$ cat config.mk
export PLATFORM = sky130hd
export DESIGN_NAME = tnn_seq_neuron
export DESIGN_NICKNAME = d
export VERILOG_FILES = /design/src/rtl/tnn_seq_neuron.sv
export SDC_FILE = /design/constraint.sdc
export NUM_CORES = 1
export LEC_CHECK = 0
export CAP_MARGIN = 0
export CORE_MARGIN = 2
export CORE_UTILIZATION = 35
export DETAILED_ROUTE_END_ITERATION = 8
export PLACE_DENSITY_LB_ADDON = 0.05
export RECOVER_POWER = 25
export SYNTH_ARGS = -nofsm -noshare
export SYNTH_HDL_FRONTEND = slang
export SYNTH_SLANG_ARGS = --single-unit
export TNS_END_PERCENT = 10
$ cat constraint.sdc
create_clock -name clk -period 11.8 [get_ports clk]
set_input_delay 1.18 -clock clk [delete_from_list [all_inputs] [get_ports clk]]
set_output_delay 1.18 -clock clk [all_outputs]
set_load 0.01 [all_outputs]
$ cat src/rtl/tnn_seq_neuron.sv
`timescale 1ns/1ps
// tnn_seq_neuron
// Sequential ternary-weight neuron. A captured feature vector is accumulated
// LANES features per cycle against runtime-loaded ternary weights. The signed
// score is then compared with a runtime-loaded threshold.
//
// Ports
//   clk, rst_n            clock (rising edge), asynchronous active-low reset
//   in_valid / in_ready   feature-vector handshake; in_ready is high only in IDLE
//   in_data               feature i at bits [i*FEAT_W +: FEAT_W], unsigned
//   cfg_we / cfg_addr     config write; addr 0..N_FEAT-1 selects a weight,
//   cfg_wdata             addr N_FEAT selects the threshold, higher addrs are ignored
//                         weight code in cfg_wdata[1:0]: 01=+1, 11=-1, else 0
//   out_valid / out_ready result handshake
//   out_class             1 when signed score >= signed threshold
//   out_score             signed sum of weight_i * feature_i
module tnn_seq_neuron #(
  parameter  int N_FEAT = 6,
  parameter  int FEAT_W = 2,
  parameter  int LANES  = 1,
  localparam int ACC_W  = $clog2(N_FEAT * (2**FEAT_W - 1) + 1) + 1,
  localparam int ADDR_W = $clog2(N_FEAT + 1)
) (
  input  logic                     clk,
  input  logic                     rst_n,
  input  logic                     in_valid,
  output logic                     in_ready,
  input  logic [N_FEAT*FEAT_W-1:0] in_data,
  input  logic                     cfg_we,
  input  logic [ADDR_W-1:0]        cfg_addr,
  input  logic [ACC_W-1:0]         cfg_wdata,
  output logic                     out_valid,
  input  logic                     out_ready,
  output logic                     out_class,
  output logic [ACC_W-1:0]         out_score
);

  localparam int STEPS = N_FEAT / LANES;
  localparam int IDX_W = (STEPS > 1) ? $clog2(STEPS) : 1;

  localparam logic [1:0] W_POS = 2'b01;
  localparam logic [1:0] W_NEG = 2'b11;

  typedef enum logic [1:0] {
    ST_IDLE  = 2'd0,
    ST_ACCUM = 2'd1,
    ST_DONE  = 2'd2
  } state_t;

  state_t                    state_r;
  state_t                    state_nxt_s;
  logic [N_FEAT*FEAT_W-1:0]  feat_r;
  logic [1:0]                weight_r [N_FEAT];
  logic [ACC_W-1:0]          thresh_r;
  logic [ACC_W-1:0]          acc_r;
  logic [IDX_W-1:0]          idx_r;
  logic                      in_ready_r;
  logic                      out_valid_r;
  logic                      out_class_r;
  logic [ACC_W-1:0]          out_score_r;
  logic [ACC_W-1:0]          lane_sum_s;
  logic [ACC_W-1:0]          acc_nxt_s;
  logic                      last_step_s;
  logic                      cls_s;

  // Ternary product of one weight code and one zero-extended feature.
  function automatic logic [ACC_W-1:0] term_f(input logic [1:0] code,
                                              input logic [FEAT_W-1:0] feat);
    logic [ACC_W-1:0] ext;
    ext = ACC_W'(feat);
    case (code)
      W_POS:   term_f = ext;
      W_NEG:   term_f = {ACC_W{1'b0}} - ext;
      default: term_f = {ACC_W{1'b0}};
    endcase
  endfunction

  // Sum of the LANES terms of the current lane group, selected by idx_r.
  always_comb begin
    lane_sum_s = {ACC_W{1'b0}};
    for (int s = 0; s < STEPS; s++) begin
      if (idx_r == IDX_W'(s)) begin
        for (int l = 0; l < LANES; l++) begin
          lane_sum_s = lane_sum_s
                     + term_f(weight_r[s*LANES + l],
                              feat_r[(s*LANES + l)*FEAT_W +: FEAT_W]);
        end
      end else begin
        lane_sum_s = lane_sum_s;
      end
    end
  end

  // Running sum, final-step detect and signed threshold compare.
  always_comb begin
    acc_nxt_s   = acc_r + lane_sum_s;
    last_step_s = (idx_r == IDX_W'(STEPS - 1));
    cls_s       = ($signed(acc_nxt_s) >= $signed(thresh_r));
  end

  // Next-state decode.
  always_comb begin
    state_nxt_s = state_r;
    case (state_r)
      ST_IDLE: begin
        if (in_valid) state_nxt_s = ST_ACCUM;
        else          state_nxt_s = ST_IDLE;
      end
      ST_ACCUM: begin
        if (last_step_s) state_nxt_s = ST_DONE;
        else             state_nxt_s = ST_ACCUM;
      end
      ST_DONE: begin
        // out_valid is always high in DONE, so out_ready alone completes it.
        if (out_ready) state_nxt_s = ST_IDLE;
        else           state_nxt_s = ST_DONE;
      end
      default: state_nxt_s = ST_IDLE;
    endcase
  end

  // State register and registered in_ready.
  always_ff @(posedge clk or negedge rst_n) begin
    if (!rst_n) begin
      state_r    <= ST_IDLE;
      in_ready_r <= 1'b1;
    end else begin
      state_r    <= state_nxt_s;
      in_ready_r <= (state_nxt_s == ST_IDLE);
    end
  end

  // Capture, accumulation and result registers.
  always_ff @(posedge clk or negedge rst_n) begin
    if (!rst_n) begin
      feat_r      <= '0;
      acc_r       <= '0;
      idx_r       <= '0;
      out_valid_r <= 1'b0;
      out_class_r <= 1'b0;
      out_score_r <= '0;
    end else begin
      case (state_r)
        ST_IDLE: begin
          if (in_valid) begin
            feat_r <= in_data;
            acc_r  <= '0;
            idx_r  <= '0;
          end
        end
        ST_ACCUM: begin
          acc_r <= acc_nxt_s;
          idx_r <= idx_r + IDX_W'(1);
          if (last_step_s) begin
            out_score_r <= acc_nxt_s;
            out_class_r <= cls_s;
            out_valid_r <= 1'b1;
          end
        end
        ST_DONE: begin
          if (out_ready) out_valid_r <= 1'b0;
        end
        default: out_valid_r <= 1'b0;
      endcase
    end
  end

  // Weight/threshold storage; writes land only while IDLE.
  always_ff @(posedge clk or negedge rst_n) begin
    if (!rst_n) begin
      for (int i = 0; i < N_FEAT; i++) weight_r[i] <= 2'b00;
      thresh_r <= '0;
    end else if (cfg_we && (state_r == ST_IDLE)) begin
      for (int i = 0; i < N_FEAT; i++) begin
        if (cfg_addr == ADDR_W'(i)) weight_r[i] <= cfg_wdata[1:0];
      end
      if (cfg_addr == ADDR_W'(N_FEAT)) thresh_r <= cfg_wdata;
    end
  end

  assign in_ready  = in_ready_r;
  assign out_valid = out_valid_r;
  assign out_class = out_class_r;
  assign out_score = out_score_r;

endmodule

==> run_summary.xml <==
<?xml version="1.0" encoding="UTF-8"?>
<metrics>
  <group name="status">
    <metric name="run_status" unit="">complete, but fails checks</metric>
    <metric name="failed_checks" unit="">max-capacitance violations, max-slew violations</metric>
  </group>
  <group name="grt">
    <metric name="groute.layer.met3.usage" unit="%">2.13</metric>
    <metric name="grt_first_pass_wirelength" unit="um">14300</metric>
    <metric name="gr-max-usage-layer" unit="">met2</metric>
    <metric name="use_met1" unit="%">22.6</metric>
    <metric name="gr-usage-met2" unit="%">23.4</metric>
    <metric name="grt_antenna_before_repair" unit="">0</metric>
    <metric name="globalRoute.totalOverflow" unit="">0</metric>
    <metric name="globalRouteTotalUtil" unit="%">15.4</metric>
    <metric name="grt_max_degree" unit="">51</metric>
    <metric name="grt_pass1_vias" unit="">2889</metric>
  </group>
  <group name="power_and_ir_drop">
    <metric name="cellPowerDensity" unit="nW/um^2">271</metric>
    <metric name="leakage" unit="nW">2.21</metric>
    <metric name="seqPwrFrac" unit="%">25.4</metric>
    <metric name="p_int" unit="mW">0.674</metric>
    <metric name="p_sw" unit="mW">0.538</metric>
    <metric name="power_switching_share" unit="%">44.4</metric>
    <metric name="comb_power_share" unit="%">66.5</metric>
    <metric name="power_frac_clock" unit="%">8.1</metric>
    <metric name="ir_drop" unit="mV">0.106</metric>
  </group>
  <group name="logic_synthesis">
    <metric name="yosys_reg_bits" unit="">50</metric>
    <metric name="syn_area" unit="um^2">3920</metric>
    <metric name="post-synth-top-area-cell" unit="">sky130_fd_sc_hd__dfrtp_1</metric>
    <metric name="synth_common_cells" unit="">60 x sky130_fd_sc_hd__nand2_1, 51 x sky130_fd_sc_hd__inv_1, 49 x sky130_fd_sc_hd__dfrtp_1, 45 x sky130_fd_sc_hd__ha_1, 34 x sky130_fd_sc_hd__o21ai_0</metric>
    <metric name="synth_warnings" unit="">0</metric>
    <metric name="mappedNetlistNets" unit="">500</metric>
    <metric name="synth_edf_count" unit="">0</metric>
    <metric name="synth_ff_type" unit="">sky130_fd_sc_hd__dfrtp_1</metric>
    <metric name="gate_count_post_synth" unit="">422</metric>
    <metric name="async_reset_ff_share" unit="%">100</metric>
    <metric name="syn_area_per_cell" unit="um^2">9.30</metric>
    <metric name="synth.most_common_cell" unit="">sky130_fd_sc_hd__nand2_1</metric>
    <metric name="yosysTopAreaCellShare" unit="%">31.3</metric>
    <metric name="synth.yosys.seq_area_share" unit="%">31.9</metric>
    <metric name="post_synth_main_area_contributors" unit="">sky130_fd_sc_hd__dfrtp_1 31%, sky130_fd_sc_hd__ha_1 14%, sky130_fd_sc_hd__mux2_2 8.3%</metric>
    <metric name="synth.lib_cells_used.distinct" unit="">50</metric>
  </group>
  <group name="floorplanning">
    <metric name="ioPinCount" unit="">35</metric>
    <metric name="die_h" unit="um">110</metric>
    <metric name="floorplan.initialDensity" unit="%">36.0</metric>
    <metric name="core-area" unit="um^2">10900</metric>
    <metric name="placementRows" unit="">38</metric>
    <metric name="fp.dieW" unit="um">110</metric>
    <metric name="die-area" unit="um^2">12100</metric>
  </group>
  <group name="worst_setup_path">
    <metric name="r2r.worst_path.cells" unit="">36</metric>
    <metric name="worst_path_largest_cell_delay" unit="ps">490</metric>
    <metric name="path_max_fanout" unit="">5</metric>
    <metric name="critical-path-top-cell-by-count" unit="">sky130_fd_sc_hd__ha_1</metric>
    <metric name="end_kind" unit="">register</metric>
    <metric name="cp_data_arrival_time" unit="ps">8070</metric>
    <metric name="regToRegStartpoint" unit="">idx_r[0]$_DFFE_PN0P_</metric>
    <metric name="cp_data_required_time" unit="ps">12050</metric>
    <metric name="critical_path_class" unit="">register to register</metric>
    <metric name="cp-start-kind" unit="">register</metric>
    <metric name="crit_path_top_delay_cell" unit="">sky130_fd_sc_hd__fa_1</metric>
    <metric name="ff_to_ff_end" unit="">out_class$_DFFE_PN0P_</metric>
    <metric name="regToRegSetupSlack" unit="ps">3980</metric>
  </group>
  <group name="sta">
    <metric name="slew_headroom" unit="%">-80.2</metric>
    <metric name="final_setup_skew" unit="ps">10.2</metric>
    <metric name="timing.fmax" unit="GHz">0.128</metric>
    <metric name="setup_viol" unit="">0</metric>
    <metric name="final-hold-violation-count" unit="">0</metric>
    <metric name="finalCritPeriodShare" unit="%">66.2</metric>
    <metric name="finalSetupTns" unit="ps">0</metric>
    <metric name="slew_viol_final" unit="">51</metric>
    <metric name="grt_setup_unrepaired" unit="">false</metric>
    <metric name="min_period" unit="ps">7820</metric>
    <metric name="tightest_slew" unit="ps">2700</metric>
  </group>
  <group name="hold_path">
    <metric name="holdPathStages" unit="">2</metric>
    <metric name="worstHoldPathType" unit="">register to register</metric>
    <metric name="holdPathEnd" unit="">out_score[2]$_DFFE_PN0P_</metric>
    <metric name="holdCritStartpoint" unit="">out_score[2]$_DFFE_PN0P_</metric>
  </group>
  <group name="layout">
    <metric name="finalCoreUtilization" unit="%">41.1</metric>
    <metric name="layout.nets" unit="">533</metric>
    <metric name="drive_gt1_share" unit="%">10.1</metric>
    <metric name="fill_cells" unit="">1091</metric>
    <metric name="layout-area-overhead-vs-synth" unit="%">14.2</metric>
    <metric name="antennaDiodeCount" unit="">0</metric>
  </group>
  <group name="route">
    <metric name="first_pass_iters" unit="">4</metric>
    <metric name="drt-wirelength-per-cell" unit="um">14.1</metric>
    <metric name="totalWireLength" unit="um">8400</metric>
    <metric name="post-route-drc-count" unit="">0</metric>
    <metric name="via_count" unit="">2893</metric>
    <metric name="via_per_inst" unit="">4.85</metric>
    <metric name="route.antenna.remaining_nets" unit="">0</metric>
    <metric name="drt_iter0_markers" unit="">123</metric>
  </group>
  <group name="clock_tree">
    <metric name="post_cts_buffers" unit="">0</metric>
    <metric name="insertion_delay" unit="ps">300</metric>
    <metric name="cts.clk_slew.worst_paths" unit="ps">100</metric>
    <metric name="cts_resized" unit="">0</metric>
    <metric name="clock-root-buffer" unit="">sky130_fd_sc_hd__clkbuf_8</metric>
    <metric name="post_cts_hold_buffer_count" unit="">0</metric>
    <metric name="clock_tree_from_tritoncts" unit="">done</metric>
    <metric name="numCtsBuffers" unit="">5</metric>
    <metric name="htreeDepth" unit="">2</metric>
    <metric name="clock_sink_count" unit="">50</metric>
    <metric name="clock_tree.buffer_depth" unit="">2</metric>
  </group>
  <group name="placement">
    <metric name="gp_congestion" unit="">0.770</metric>
    <metric name="buffer_ports.inserted" unit="">34</metric>
    <metric name="detailed_place_hpwl" unit="um">6880</metric>
  </group>
  <group name="run">
    <metric name="maxCapViolations" unit="">1</metric>
  </group>
</metrics>
## cells by family (layout without fill, tap and decap cells)
group / after synthesis / in the layout / share of synthesized area (%)
simple gates: 118 / 118 / 14.5
compound gates: 87 / 87 / 13.8
buf+inv: 60 / 94 / 5.93
fa+ha+maj: 52 / 52 / 17.9
flops: 50 / 50 / 31.9
mux: 38 / 38 / 11.4
xor+xnor: 17 / 17 / 4.50
## cells in the final DEF, fill, tap and decap left out, drive strengths merged, types with 11 or more instances in the layout
| master | count |
|---|---|
| and2 | 11 |
| ha | 45 |
| clkdlybuf4s50 | 33 |
| nor2b | 11 |
| dfrtp | 49 |
| nand2 | 60 |
| a21oi | 16 |
| mux2 | 32 |
| nor2 | 19 |
| inv | 51 |
| o21ai | 36 |
## critical path: cells and delay by family, from the launching register on
kind            cells  cell delay (ps)
flops               1              430
compound gates     10             1440
fa+ha+maj           9             2980
xor+xnor            5             1090
simple gates        8             1120
mux                 2              560
buf+inv             2              150
## power groups by stage
| stage | Sequential, mW | Clock [mW] | Combinational (mW) |
|---|---|---|---|
| after CTS | 0.309 | 0.105 | 0.818 |
| after global placement | 0.311 | 0 | 0.796 |
| after detailed placement | 0.313 | 0 | 0.815 |
| final | 0.308 | 0.0986 | 0.806 |
| after floorplan | 0.299 | 0 | 0.619 |
| after global routing | 0.321 | 0.112 | 0.922 |
## cell type report
type	count	area, um^2	share of cell area (%)
clock inverters	1	7.51	0.168
clock buffers	7	76.3	1.70
well taps	140	175	3.91
inverters	51	191	4.27
repair buffers	35	339	7.57
multi-input cells	312	2440	54.4
flip-flops and latches	50	1250	28.0
## sequential cells by signal (all words and copies together) (netlist names)
register,count
weight_r,12
thresh_r,6
idx_r,3
out_class,1
out_score,6
acc_r,6
feat_r,12
out_valid,1
in_ready,1
state_r,2
## per-stage QoR
step	cell area (um^2)	hold WS, ps	power, mW	setup WS (ps)	std cells
2_1_floorplan	3920	456	0.918	4510	422
3_3_place_gp	4400	468	1.11	4120	588
3_5_place_dp	4400	471	1.13	3960	588
4_1_cts	4480	495	1.23	3950	596
5_1_grt	4480	537	1.35	3370	596
6_report	4480	486	1.21	3980	596
## how the worst max path moves through the flow
stage | start | to | slack (ps) | cells after the start
2_1_floorplan | idx_r[0]$_DFFE_PN0P_ | out_class$_DFFE_PN0P_ | 4510 | 32
3_3_place_gp | idx_r[0]$_DFFE_PN0P_ | out_class$_DFFE_PN0P_ | 4120 | 32
3_5_place_dp | idx_r[0]$_DFFE_PN0P_ | out_class$_DFFE_PN0P_ | 3960 | 36
4_1_cts | idx_r[0]$_DFFE_PN0P_ | out_class$_DFFE_PN0P_ | 3950 | 36
5_1_grt | idx_r[0]$_DFFE_PN0P_ | out_class$_DFFE_PN0P_ | 3370 | 37
6_report | idx_r[0]$_DFFE_PN0P_ | out_class$_DFFE_PN0P_ | 3980 | 36
## per-layer routing
| metal | vias up | wire length (um) |
|---|---|---|
| li1 | 1497 | - |
| met1 | 1357 | 4450 |
| met2 | 33 | 3710 |
| met3 | 6 | 144 |
| met4 | 0 | 90 |
| met5 | - | 0 |
Power figures use the tool's default switching activity.
